`src/rtl/linear_cordic_div_ctrl.sv`:
```
// Linear-mode CORDIC divider sequencer (vectoring): z = z0 + y/x in Q2.14.
// One micro-rotation per clock. The per-iteration constant comes from an external
// delta-z ROM addressed by the iteration counter.
module linear_cordic_div_ctrl #(
  parameter int DATA_WIDTH = 16,
  parameter int ADDR_WIDTH = 4,
  parameter int ITER       = 15
) (
  input  logic                  clk,
  input  logic                  rst,
  input  logic                  in_valid,
  output logic                  in_ready,
  input  logic [DATA_WIDTH-1:0] x_in,
  input  logic [DATA_WIDTH-1:0] y_in,
  input  logic [DATA_WIDTH-1:0] z_in,
  output logic [ADDR_WIDTH-1:0] rom_addr,
  input  logic [DATA_WIDTH-1:0] delta_z,
  output logic                  out_valid,
  input  logic                  out_ready,
  output logic [DATA_WIDTH-1:0] z_out,
  output logic [DATA_WIDTH-1:0] y_res,
  output logic                  div_zero
);

  typedef enum logic [1:0] {S_IDLE, S_RUN, S_DONE} state_t;

  localparam logic [ADDR_WIDTH-1:0] LAST_ITER = ADDR_WIDTH'(ITER - 1);
  // Saturated quotient used when the divisor is zero, chosen by the sign of y.
  localparam logic [DATA_WIDTH-1:0] Z_POS_SAT = {1'b0, {(DATA_WIDTH-1){1'b1}}};
  localparam logic [DATA_WIDTH-1:0] Z_NEG_SAT = {1'b1, {(DATA_WIDTH-1){1'b0}}};

  state_t                        state_q, state_d;
  logic signed [DATA_WIDTH-1:0]  x_q, x_d;
  logic signed [DATA_WIDTH-1:0]  y_q, y_d;
  logic signed [DATA_WIDTH-1:0]  z_q, z_d;
  logic        [ADDR_WIDTH-1:0]  i_q, i_d;
  logic                          div_zero_q, div_zero_d;

  logic signed [DATA_WIDTH-1:0]  x_shift;
  logic                          rot_pos;

  // Rotation term and direction: drive y toward zero. y == 0 counts as non-negative.
  always_comb begin
    x_shift = x_q >>> i_q;
    rot_pos = (y_q[DATA_WIDTH-1] == x_q[DATA_WIDTH-1]);
  end

  // Next-state logic: operand capture, micro-rotation and result handoff.
  always_comb begin
    state_d    = state_q;
    x_d        = x_q;
    y_d        = y_q;
    z_d        = z_q;
    i_d        = i_q;
    div_zero_d = div_zero_q;
    case (state_q)
      S_IDLE: begin
        if (in_valid) begin
          x_d = x_in;
          y_d = y_in;
          i_d = '0;
          if (x_in == '0) begin
            // No iterations are run. The result is ready after the capture edge.
            z_d        = y_in[DATA_WIDTH-1] ? Z_NEG_SAT : Z_POS_SAT;
            div_zero_d = 1'b1;
            state_d    = S_DONE;
          end else begin
            z_d        = z_in;
            div_zero_d = 1'b0;
            state_d    = S_RUN;
          end
        end
      end
      S_RUN: begin
        if (rot_pos) begin
          y_d = y_q - x_shift;
          z_d = z_q + delta_z;
        end else begin
          y_d = y_q + x_shift;
          z_d = z_q - delta_z;
        end
        i_d = i_q + 1'b1;
        if (i_q == LAST_ITER) begin
          i_d     = '0;
          state_d = S_DONE;
        end
      end
      S_DONE: begin
        if (out_ready) state_d = S_IDLE;
      end
      default: state_d = S_IDLE;
    endcase
  end

  // State and datapath registers. Reset aborts any operation in flight.
  always_ff @(posedge clk or posedge rst) begin
    if (rst) begin
      state_q    <= S_IDLE;
      x_q        <= '0;
      y_q        <= '0;
      z_q        <= '0;
      i_q        <= '0;
      div_zero_q <= 1'b0;
    end else begin
      state_q    <= state_d;
      x_q        <= x_d;
      y_q        <= y_d;
      z_q        <= z_d;
      i_q        <= i_d;
      div_zero_q <= div_zero_d;
    end
  end

  assign in_ready  = (state_q == S_IDLE);
  assign out_valid = (state_q == S_DONE);
  assign rom_addr  = (state_q == S_RUN) ? i_q : '0;
  assign z_out     = z_q;
  assign y_res     = y_q;
  assign div_zero  = div_zero_q;

endmodule
```
`config.mk`:
```
export PLATFORM = sky130hd
export DESIGN_NAME = linear_cordic_div_ctrl
export DESIGN_NICKNAME = d
export VERILOG_FILES = /design/src/rtl/linear_cordic_div_ctrl.sv
export SDC_FILE = /design/constraint.sdc
export NUM_CORES = 1
export LEC_CHECK = 0
export BUFFER_PORTS_ARGS = -buffer_cell sky130_fd_sc_hd__clkbuf_2
export CORE_AREA = 8 8 113 115
export DETAILED_ROUTE_END_ITERATION = 8
export DIE_AREA = 0 0 121 123
export HOLD_SLACK_MARGIN = 0.08
export PLACE_DENSITY = 0.72
export SLEW_MARGIN = 20
export SYNTH_ARGS = -nofsm -noshare
export SYNTH_HDL_FRONTEND = slang
export SYNTH_SLANG_ARGS = --single-unit
```
`constraint.sdc`:
```
create_clock -name clk -period 4.9 [get_ports clk]
set_input_delay 0.245 -clock clk [delete_from_list [all_inputs] [get_ports clk]]
set_output_delay 0.245 -clock clk [all_outputs]
set_load 0.01 [all_outputs]
```
# Word level (Yosys, flattened, before mapping)
# Index checks and enable logic that the tools add are counted.
# classes
add_sub_neg	5
n_eq_ne	7
shift	1
muxes	18
n_reduce_logical	6
# op_table
operator	count
$mux 16	6
$pmux 16 s2	2
$add 16x16->16	2
$sub 16x16->16	2
$logic_not 16->1	1
$sshr 16x4->16	1
$mux 4	3
$mux 2	4
$pmux 4 s2	1
$pmux 2 s3	1
$add 4x1->4 const B	1
$eq 4x4->1 const B	1
$ne 2x2->1 const B	2
$reduce_and 2->1	2
$reduce_and 3->1	1
$eq 2x1->1 const B	1
$eq 2x2->1 const B	1
$logic_not 2->1	1
$ne 2x1->1 const B	1
$reduce_bool 2->1	1
$eq 1x1->1	1
$mux 1	1
# word_totals
regBits	55
inputBits	68
output_inout_bits	39

# Depth between registers and ports, before layout
# logic_depth
ltp_word	4
depth_mapped	23
mapped_depth_nobuf	20

# Least setup slack after synthesis
# OpenSTA, ideal clock, no wires.
# synth_timing
path_kind	register -> register
startpoint	register i_q[2]
endpoint	register y_q[15] (netlist: y_res[15])
arrival_ns	4.265
required_ns	4.764
slack_ns	0.498
stages_incl_launch_ff	22
path_buffers	3
synth_period_minus_slack_ns	4.402
path_cell_list	dfrtp_1 > clkbuf_1 > buf_1 > clkbuf_1 > nand3_1 > and3_1 > or2_2 > ha_1 > and3_1 > a31oi_1 > or2_1 > o211ai_1 > o311a_1 > nand2_1 > ha_1 > and2_1 > nor3_1 > a31oi_1 > o41ai_1 > o21ai_0 > xnor2_1 > a21oi_1
# synth_via
elab_chain_cells	4
# synth_rtl
item	line_no	rtl
start: declaration	36	logic [ADDR_WIDTH-1:0] i_q, i_d;
start signal: assignment	109	i_q <= i_d;
$sshr 16x4->16 (*)	44	x_shift = x_q >>> i_q;
$add 16x16->16 or $sub 16x16->16 (tied branches)	79, 76	
$mux 16 (*)	75	if (rot_pos) begin
$pmux 16 s2 (*)	56	case (state_q)
end signal: assignment	107	y_q <= y_d;
end: declaration	34	logic signed [DATA_WIDTH-1:0] y_q, y_d;
# Mark *: on every way between the ends. The rest lies on a longest branch, timed or not.
# A chain may end at the register's enable or synchronous reset.

# Worst setup path after layout
# layout_timing
startpoint	register i_q[0]
endpoint	register y_q[14] (netlist: y_res[14])
# The elaborated chain is that of the path after synthesis.

==> flow_summary.yaml <==
run_status:
  status: "completed"
clocking:
  clockRootBuffer: "clkbuf_16"
  cts.sinks: 55
  numCtsBuffers: 5
  clk_latency_ns: 0.30
  clk_pin_slew_ns: 0.07
  cts_max_level: 2
  cts_tree: "built"
  ctsLongestPathBuffers: 2
drt:
  vias_per_cell: 5.87
  dr.pass1.iters: 5
  antenna_left: 0
  top_layer: "met4"
  met2_length_um: 7310
  met1_length_um: 6870
  vias: 5322
  drt-initial-drc-count: 436
  avgRoutedWirePerCell_um: 17.1
  wl_met3_um: 1120
  wirelength_um: 15500
  drc: 0
sta:
  rsz0062_at_grt: "no"
  slew_headroom_pct: 31.4
  fin_setup_tns_ns: 0
  final_hold_viol_count: 0
  worst_clock_skew_ns: 0.00596
  post-route-min-period_ns: 4.59
  fmax_mhz: 218
  setup_viol: 0
  worst_slew_pin_slew_ns: 1.03
  slew_viol_final: 0
  finalCritPeriodShare_pct: 93.8
logic_synthesis:
  synth_cells: 669
  synth_top_area_share_pct: 25.7
  ys_warn_count: 0
  synth.avg_cell_area_um2: 7.99
  async_flop_share_pct: 100
  yosysSeqAreaShare_pct: 25.7
  synth_flop_cell: "dfrtp_1"
  synth_cell_type_count: 62
  yosys-top-cells-count: "nand2_1, o21ai_0, nor2_1, dfrtp_1, a21oi_1"
  synth_edf_count: 0
  synth_top_cell_by_area: "dfrtp_1"
  syn_area_um2: 5350
  ys_seq_elements: 55
  synth.top_cells.by_area: "dfrtp_1, ha_1, nand2_1"
  syn-num-nets: 773
  yosysMostFrequentCell: "nand2_1"
final_layout:
  n_antenna_cell: 0
  fin_nets: 866
  area_growth_syn_to_layout_pct: 16.7
  drive_above_1_share_pct: 22.1
floorplan:
  io_pins: 107
  fp.dieH_um: 123
  die_x_um: 121
  start_util_pct: 48.3
  die-area_um2: 14900
  num_rows: 39
  core-area_um2: 11100
placed_design:
  dpl.hpwl_um: 12000
  io_buffers: 106
  routabilityCongestion: 0.925
grt:
  first_global_vias: 5033
  grtUsageTotal_pct: 20.6
  antenna_found_initial: 0
  grt_first_pass_wirelength_um: 25200
  grt_max_degree: 56
  overflow: 0
worst_setup_path:
  worst-path-max-fanout: 14
  arrival_ns: 4.76
  worstSetupPathType: "reg -> reg"
  critPathLaunchType: "flop"
  cp.required_ns: 5.07
  crit_path_end_kind: "flop"
job:
  cap_violations: 0
min_path:
  hold_class: "in -> async"
-- timing repair --
item	4_1_cts	5_1_grt
setup buffers	0	0
endpoints found under the setup margin	0	4
hold buffers	0	0
gates resized for setup	0	4
-- cell usage in the layout, fill, tap and decap left out, types with 5 or more instances in the layout --
master / instances
nand2_1: 107
clkbuf_2: 106
o21ai_0: 65
nor2_1: 59
dfrtp_1: 53
a21oi_1: 50
ha_1: 34
xnor2_1: 28
inv_1: 20
xor2_1: 19
buf_4: 18
mux4_2: 16
nor3_1: 14
mux2i_1: 10
a22oi_1: 10
o31ai_1: 9
o21a_1: 8
and2_1: 7
a21o_1: 7
a31oi_1: 7
nand3_1: 7
o22a_1: 7
nand2b_1: 6
nor2b_1: 6
or3_1: 5
and3_1: 5
clkbuf_16: 5
-- sequential cells by signal, indices dropped and copies added, names as in the netlist --
signal    cells
div_zero      1
i_q           4
state_q       2
x_q          16
y_res        16
z_out        16
-- kinds of logic after synthesis --
| group | count (synthesis) | share of synthesized area (%) |
|---|---|---|
| simple gates | 238 | 19.9 |
| compound gates | 206 | 24.5 |
| buf+inv | 59 | 4.35 |
| flops | 55 | 25.7 |
| xor+xnor | 47 | 7.70 |
| fa+ha+maj | 36 | 8.70 |
| mux | 28 | 9.03 |
-- stage by stage --
| stage | instance area, um^2 | worst slack, ns | instances | hold WS, ns | util (%) |
|---|---|---|---|---|---|
| 4_1_cts | 6220 | 0.0545 | 906 | 0.150 | 56.1 |
| 6_report | 6240 | 0.305 | 906 | 0.121 | 56.3 |
| 3_3_place_gp | 6040 | 0.335 | 898 | 0.458 | 54.6 |
| 3_5_place_dp | 6040 | 0.0472 | 898 | 0.460 | 54.6 |
| 5_1_grt | 6240 | 0.0570 | 906 | 0.164 | 56.3 |
| 2_1_floorplan | 5350 | 0.498 | 669 | 0.350 | - |
-- path summary, 6_finish.rpt --
check | slack, ns | cells past startpoint | startpoint | end
max in group asynchronous | 4.27 | 3 | rst | i_q[0]$_DFFE_PP0P_
hold / removal | 0.12 | 3 | rst | z_out[3]$_DFFE_PP0P_
setup / recovery | 0.31 | 16 | i_q[0]$_DFFE_PP0P_ | y_res[14]$_DFFE_PP0P_
hold reg to reg | 0.50 | 2 | div_zero$_DFFE_PP0P_ | div_zero$_DFFE_PP0P_
min in group clk | 0.16 | 3 | x_in[0] | x_q[0]$_DFFE_PP0P_
setup reg to reg | 0.31 | 16 | i_q[0]$_DFFE_PP0P_ | y_res[14]$_DFFE_PP0P_
-- area by class of cell --
class,instances,area (um^2)
Multi-Input combinational cell,555,3760
Sequential cell,55,1380
Fill cell,1025,4840
Tap cell,143,179
Inverter,21,78.8
Timing Repair Buffer,124,666
Clock buffer,6,139
Clock inverter,2,35.0
-- worst max-delay path, cell delays in order (launching register included) --
cell	delay, ns
dfrtp_2	0.53
mux4_2	0.59
mux4_2	0.55
a211oi_4	0.25
o2111ai_2	0.21
or2_1	0.32
o211ai_1	0.11
o311a_1	0.18
nand2_1	0.06
ha_1	0.34
and2_1	0.19
o21ai_0	0.15
o21ai_0	0.16
o41ai_2	0.33
o21ai_0	0.19
xnor2_1	0.20
a21oi_1	0.09
-- per-layer routing --
layer	up-vias	track usage, %
li1	2605	-
met1	2504	27.4
met2	197	34.4
met3	16	3.52
met4	0	4.45
met5	-	0
Power is not shown: default switching activity piles up to over one toggle a cycle in this logic, so the estimate is an artifact.
